[config.mk]
export PLATFORM = sky130hd
export DESIGN_NAME = cp0_flat
export DESIGN_NICKNAME = d
export VERILOG_FILES = /design/src/rtl/cp0_pkg.sv /design/src/rtl/cp0_if.sv /design/src/rtl/cp0.sv /design/src/flat_wrapper.sv
export SDC_FILE = /design/constraint.sdc
export NUM_CORES = 1
export LEC_CHECK = 0
export CAP_MARGIN = 10
export CORE_UTILIZATION = 48
export CTS_BUF_LIST = sky130_fd_sc_hd__clkbuf_4
export CTS_CLUSTER_SIZE = 30
export DETAILED_ROUTE_END_ITERATION = 10
export PLACE_DENSITY = 0.95
export SKIP_LAST_GASP = 1
export SYNTH_ARGS = -nofsm -noshare
export SYNTH_HDL_FRONTEND = slang
export SYNTH_SLANG_ARGS = --single-unit
[constraint.sdc]
create_clock -name clk -period 4.08 [get_ports clk]
set_input_delay 0.612 -clock clk [delete_from_list [all_inputs] [get_ports clk]]
set_output_delay 0.612 -clock clk [all_outputs]
set_load 0.005 [all_outputs]
[src/rtl/cp0_pkg.sv]
// cp0_pkg: constants shared by the coprocessor-0 block and its users.
//   - register indices for SR/Cause/EPC/PRId
//   - exception codes carried down the pipeline
//   - handler entry PC and the PRId constant
//   - bit positions of the SR and Cause fields
package cp0_pkg;

  localparam logic [4:0]  REG_SR    = 5'd12;
  localparam logic [4:0]  REG_CAUSE = 5'd13;
  localparam logic [4:0]  REG_EPC   = 5'd14;
  localparam logic [4:0]  REG_PRID  = 5'd15;

  localparam logic [4:0]  EXC_INT     = 5'd0;
  localparam logic [4:0]  EXC_ADEL    = 5'd4;
  localparam logic [4:0]  EXC_ADES    = 5'd5;
  localparam logic [4:0]  EXC_SYSCALL = 5'd8;
  localparam logic [4:0]  EXC_RI      = 5'd10;
  localparam logic [4:0]  EXC_OV      = 5'd12;

  localparam logic [31:0] HANDLER_PC = 32'h0000_4180;
  localparam logic [31:0] PRID_VALUE = 32'h4C5A_5150;

  localparam int SR_IE_BIT    = 0;
  localparam int SR_EXL_BIT   = 1;
  localparam int SR_IM_LO     = 10;
  localparam int SR_IM_HI     = 15;

  localparam int CAUSE_EXC_LO = 2;
  localparam int CAUSE_EXC_HI = 6;
  localparam int CAUSE_IP_LO  = 10;
  localparam int CAUSE_IP_HI  = 15;
  localparam int CAUSE_BD_BIT = 31;

  // Return address recorded for a trapped instruction: a delay-slot
  // instruction restarts at its branch. Plain 32-bit wrap, no alignment.
  function automatic logic [31:0] epc_of(input logic [31:0] vpc, input logic bd);
    return bd ? (vpc - 32'd4) : vpc;
  endfunction

endpackage

[src/rtl/cp0_if.sv]
// cp0_if: M-stage side of coprocessor 0.
//   master: pipeline (drives mtc0/eret/exception info, receives Req/EPC/read data)
//   slave : cp0
// There is no valid/ready handshake here: every input is a level that is
// meaningful for the current cycle only, and every output is combinational
// and valid within that same cycle. en and EXLClr are single-cycle
// qualifiers; ExcCodeIn = 0 means "no exception".
interface cp0_if;
  logic        en;
  logic [4:0]  CP0Add;
  logic [31:0] CP0In;
  logic [31:0] CP0Out;
  logic [31:0] VPC;
  logic        BDIn;
  logic [4:0]  ExcCodeIn;
  logic [5:0]  HWInt;
  logic        EXLClr;
  logic [31:0] EPCOut;
  logic        Req;

  modport master (
    output en, CP0Add, CP0In, VPC, BDIn, ExcCodeIn, HWInt, EXLClr,
    input  CP0Out, EPCOut, Req
  );

  modport slave (
    input  en, CP0Add, CP0In, VPC, BDIn, ExcCodeIn, HWInt, EXLClr,
    output CP0Out, EPCOut, Req
  );
endinterface

[src/rtl/cp0.sv]
// cp0: coprocessor 0 for the five-stage MIPS pipeline, beside the M stage.
//   clk  - clock, all state on rising edge
//   rst  - synchronous active-high reset
//   bus  - cp0_if.slave: mtc0/mfc0 access, exception/interrupt inputs,
//          Req (flush-and-redirect), EPCOut (eret target)
// Holds SR (IM/EXL/IE), Cause (BD/IP/ExcCode), EPC and the constant PRId.
module cp0
  import cp0_pkg::*;
(
  input  logic  clk,
  input  logic  rst,
  cp0_if.slave  bus
);

  logic [5:0]  sr_im;
  logic        sr_exl;
  logic        sr_ie;
  logic        cause_bd;
  logic [5:0]  cause_ip;
  logic [4:0]  cause_exc;
  logic [31:0] epc;

  logic        int_req;
  logic        exc_req;
  logic        req;
  logic [31:0] sr_word;
  logic [31:0] cause_word;
  logic        wr_sr;
  logic        wr_epc;

  // EXL masks everything, so there is never a nested trap.
  assign int_req = (|(bus.HWInt & sr_im)) & sr_ie & ~sr_exl;
  assign exc_req = (bus.ExcCodeIn != EXC_INT) & ~sr_exl;
  assign req     = int_req | exc_req;

  // mtc0 is dropped when the instruction carrying it is being cancelled.
  assign wr_sr  = bus.en & ~req & (bus.CP0Add == REG_SR);
  assign wr_epc = bus.en & ~req & (bus.CP0Add == REG_EPC);

  always_comb begin
    sr_word = '0;
    sr_word[SR_IM_HI:SR_IM_LO] = sr_im;
    sr_word[SR_EXL_BIT]        = sr_exl;
    sr_word[SR_IE_BIT]         = sr_ie;
  end

  always_comb begin
    cause_word = '0;
    cause_word[CAUSE_BD_BIT]              = cause_bd;
    cause_word[CAUSE_IP_HI:CAUSE_IP_LO]   = cause_ip;
    cause_word[CAUSE_EXC_HI:CAUSE_EXC_LO] = cause_exc;
  end

  // Read mux shows pre-edge state; mfc0 after mtc0 must be stalled upstream.
  always_comb begin
    bus.CP0Out = '0;
    case (bus.CP0Add)
      REG_SR:    bus.CP0Out = sr_word;
      REG_CAUSE: bus.CP0Out = cause_word;
      REG_EPC:   bus.CP0Out = epc;
      REG_PRID:  bus.CP0Out = PRID_VALUE;
      default:   bus.CP0Out = '0;
    endcase
  end

  assign bus.Req    = req;
  assign bus.EPCOut = epc;

  always_ff @(posedge clk) begin
    if (rst) begin
      sr_im     <= '0;
      sr_exl    <= 1'b0;
      sr_ie     <= 1'b0;
      cause_bd  <= 1'b0;
      cause_ip  <= '0;
      cause_exc <= '0;
      epc       <= '0;
    end else begin
      // Pending-interrupt view follows the lines every cycle, even under EXL.
      cause_ip <= bus.HWInt;
      if (req) begin
        sr_exl    <= 1'b1;
        cause_bd  <= bus.BDIn;
        cause_exc <= int_req ? EXC_INT : bus.ExcCodeIn;
        epc       <= epc_of(bus.VPC, bus.BDIn);
      end else begin
        if (wr_sr) begin
          sr_im  <= bus.CP0In[SR_IM_HI:SR_IM_LO];
          sr_ie  <= bus.CP0In[SR_IE_BIT];
          sr_exl <= bus.CP0In[SR_EXL_BIT];
        end
        if (wr_epc) begin
          epc <= bus.CP0In;
        end
        // eret overrides a same-cycle mtc0 on the EXL bit only.
        if (bus.EXLClr) begin
          sr_exl <= 1'b0;
        end
      end
    end
  end

endmodule

[src/flat_wrapper.sv]
// flat-port wrapper written by rule: the top's interface ports become plain ports
module cp0_flat import cp0_pkg::*;
  (clk, rst, bus_en, bus_CP0Add, bus_CP0In, bus_VPC, bus_BDIn, bus_ExcCodeIn, bus_HWInt, bus_EXLClr, bus_CP0Out, bus_EPCOut, bus_Req);
  cp0_if bus_i ();
  input  logic clk;
  input  logic rst;
  input wire logic [$bits(bus_i.en)-1:0] bus_en;
  input wire logic [$bits(bus_i.CP0Add)-1:0] bus_CP0Add;
  input wire logic [$bits(bus_i.CP0In)-1:0] bus_CP0In;
  input wire logic [$bits(bus_i.VPC)-1:0] bus_VPC;
  input wire logic [$bits(bus_i.BDIn)-1:0] bus_BDIn;
  input wire logic [$bits(bus_i.ExcCodeIn)-1:0] bus_ExcCodeIn;
  input wire logic [$bits(bus_i.HWInt)-1:0] bus_HWInt;
  input wire logic [$bits(bus_i.EXLClr)-1:0] bus_EXLClr;
  output wire logic [$bits(bus_i.CP0Out)-1:0] bus_CP0Out;
  output wire logic [$bits(bus_i.EPCOut)-1:0] bus_EPCOut;
  output wire logic [$bits(bus_i.Req)-1:0] bus_Req;
  assign bus_i.en = bus_en;
  assign bus_i.CP0Add = bus_CP0Add;
  assign bus_i.CP0In = bus_CP0In;
  assign bus_i.VPC = bus_VPC;
  assign bus_i.BDIn = bus_BDIn;
  assign bus_i.ExcCodeIn = bus_ExcCodeIn;
  assign bus_i.HWInt = bus_HWInt;
  assign bus_i.EXLClr = bus_EXLClr;
  assign bus_CP0Out = bus_i.CP0Out;
  assign bus_EPCOut = bus_i.EPCOut;
  assign bus_Req = bus_i.Req;
  cp0 u_core (.clk(clk), .rst(rst), .bus(bus_i));
endmodule
==> flow_metrics.py <==
metrics = {
    "timing": {
        "fmax_ghz": 0.2976,
        "hold_slack_ns": 0.5305,
        "worst_slew_pin_slew_ns": 1.005,
        "maxSlewHeadroom_pct": 32.99,
        "hold_viol_final": 0,
        "slew_viol_final": 0,
        "rsz0062_at_grt": "false",
        "layout_worst_path_cycle_share_pct": 82.35,
        "setup_tns_ns": 0,
        "period_minus_slack_ns": 3.360,
        "setup_viol": 0,
        "clock_skew_ns": 0.008149,
        "setup_slack_ns": 0.7202,
    },
    "floorplan": {
        "pin_count": 150,
        "design.die.area_um2": 7917,
        "fp.dieW_um": 88.98,
        "initial_core_util_pct": 49.79,
        "core_area_um2": 7292,
        "row_count": 31,
        "die-height_um": 88.98,
    },
    "clock_tree": {
        "cts_resized": 0,
        "cts_setup_buffers": 0,
        "cts_buffer_depth": 2,
        "clock_latency_ns": 0.37,
        "cts_tree": "done",
        "htreeDepth": 2,
        "cts_sinks": 52,
        "cts_root_buf": "clkbuf_4",
        "cts_made_buffers": 5,
        "ctsHoldBuffers": 0,
        "clk_pin_slew_ns": 0.16,
    },
    "cells_and_area": {
        "seq_area_um2": 1041,
        "area_growth_pct": 43.49,
        "nFillCells": 573,
        "final_common_cell": "clkdlybuf4s50_1",
        "final_cell_mix": "clkdlybuf4s50_1 (148), dfxtp_1 (52), nor2_1 (35)",
        "stdcell_area_um2": 5210,
        "finalNonFillerCells": 680,
        "multi_input_area_um2": 2374,
        "antennaDiodeCount": 0,
        "drive_above_1_share_pct": 7.229,
        "fin_nets": 666,
        "post-route-util_pct": 71.45,
    },
    "power": {
        "ir_worst_vdd_mv": 0.1327,
        "power_mw": 1.255,
        "p_leak_nw": 1.866,
        "pwr_density_cell_nw_per_um2": 240.9,
    },
    "detailed_routing": {
        "dr.pass1.iters": 5,
        "wl_um": 13030,
        "vias": 4292,
        "first_iter_violations": 297,
        "vias_per_cell": 6.312,
        "ant_nets": 0,
        "routedWlPerCell_um": 19.16,
        "drc_errors": 0,
    },
    "grt": {
        "gr-usage-met2_pct": 53.43,
        "grt_use_met1_pct": 42.74,
        "grt_busiest_layer": "met2",
        "grt_overflow_total": 0,
        "grt_pass1_wl_um": 19720,
        "antenna_found_initial": 0,
        "met3_usage_pct": 4.709,
        "grt_max_degree": 60,
        "track_usage_pct": 32.35,
        "grt_pass1_vias": 3984,
    },
    "yosys": {
        "synth_fp_nets": 538,
        "ys_types": 55,
        "synth_top_area_share_pct": 28.67,
        "synthFlopType": "dfxtp_1",
        "synth_area_per_cell_um2": 8.033,
        "seq_area_frac_synth_pct": 28.67,
        "ys_seq_elements": 52,
        "synth_edf_count": 0,
        "yosys_warnings": 0,
        "yosys.area.top_type": "dfxtp_1",
        "synth_area_um2": 3631,
        "netlist_instances": 452,
        "async_flop_share_pct": 0,
        "ys_top_cells_by_area": "dfxtp_1 (29%), and3_1 (5.9%), a311oi_1 (5.8%)",
    },
    "placed_design": {
        "dpl_cell_area_um2": 5126,
        "pre_cts_ws_ns": 0.7414,
        "hpwl_um": 9350,
        "dp_cells": 672,
        "port_buffers": 149,
        "place.gp.congestion": 0.9663,
    },
    "status": {
        "status": "complete, no violations",
    },
    "worst_hold_path": {
        "worstHoldPathType": "flop to flop",
    },
    "worst_setup_path": {
        "crit_arrival_ns": 2.75,
        "end_kind": "primary output",
        "worstPathMaxFanout": 10,
        "critPathRequiredTime_ns": 3.47,
        "path_class": "primary input to primary output",
        "worst_setup_path_start_kind": "primary input",
    },
    "job": {
        "maxCapViolCount": 0,
    },
}
## state kept, by name (all words and copies together), names as in the netlist
signal,count
u_core.sr_ie,1
u_core.cause_ip,6
u_core.cause_exc,5
u_core.sr_exl,1
u_core.bus.EPCOut,32
u_core.sr_im,6
u_core.cause_bd,1
## path summary, 6_finish.rpt
path	slack [ns]	to	cells after the start	start
setup / recovery	0.72	bus_CP0Out[31]	6	bus_CP0Add[1]
hold / removal	0.53	u_core.sr_im[1]$_SDFFE_PP0P_	2	u_core.sr_im[1]$_SDFFE_PP0P_
hold reg to reg	0.53	u_core.sr_im[1]$_SDFFE_PP0P_	2	u_core.sr_im[1]$_SDFFE_PP0P_
setup reg to reg	1.74	u_core.sr_im[4]$_SDFFE_PP0P_	5	u_core.sr_im[0]$_SDFFE_PP0P_
## synth_stat cells, types with 10 or more instances
cell / number
a21boi_0: 25
nand2_1: 16
a211oi_1: 13
mux2i_1: 15
clkbuf_1: 30
nor2_1: 35
a311oi_1: 24
o21ai_0: 10
nor4_1: 28
or4_1: 12
and3_1: 34
nand2b_1: 16
o31ai_1: 12
nand3_1: 15
dfxtp_1: 52
a21oi_1: 16
## power breakdown
part | leakage, nW | internal (mW) | total, mW | switching (mW)
clock | 0.0418 | 0.131 | 0.307 | 0.175
combinational | 1.39 | 0.204 | 0.369 | 0.165
sequential | 0.431 | 0.547 | 0.580 | 0.0326
total | 1.87 | 0.882 | 1.26 | 0.373
## layer usage
metal | routed length, µm | share of wire, % | up-vias
met3 | 1127 | 8.6 | 36
li1 | - | - | 1991
met4 | 321 | 2.5 | 0
met5 | 0 | 0 | -
met2 | 6208 | 48 | 254
met1 | 5371 | 41 | 2011
## logic make-up after synthesis
group	after synthesis	share of synthesized area (%)
adder cells (fa/ha/maj)	1	0.3445
XOR/XNOR	10	2.412
multiplexers	15	4.135
AND/OR/NAND/NOR	214	34.94
AO/OA/AOI/OAI	116	23.40
flip-flops	52	28.67
buffers and inverters	44	6.099
## critical path: stages
cell and delay, ns:
clkdlybuf4s50_1 0.61, buf_4 0.29, nor2_1 0.44, a22oi_1 0.15
nor2_1 0.12, clkdlybuf4s50_1 0.52
## final cells by class
class	instances	share of cell area, %
Clock buffer	5	0.7205
Clock inverter	3	0.8886
Inverter	5	0.3602
Multi-Input combinational cell	356	45.56
Sequential cell	52	19.98
Tap cell	99	2.378
Timing Repair Buffer	160	30.12
Note: power is estimated with default switching activity, not from simulation.
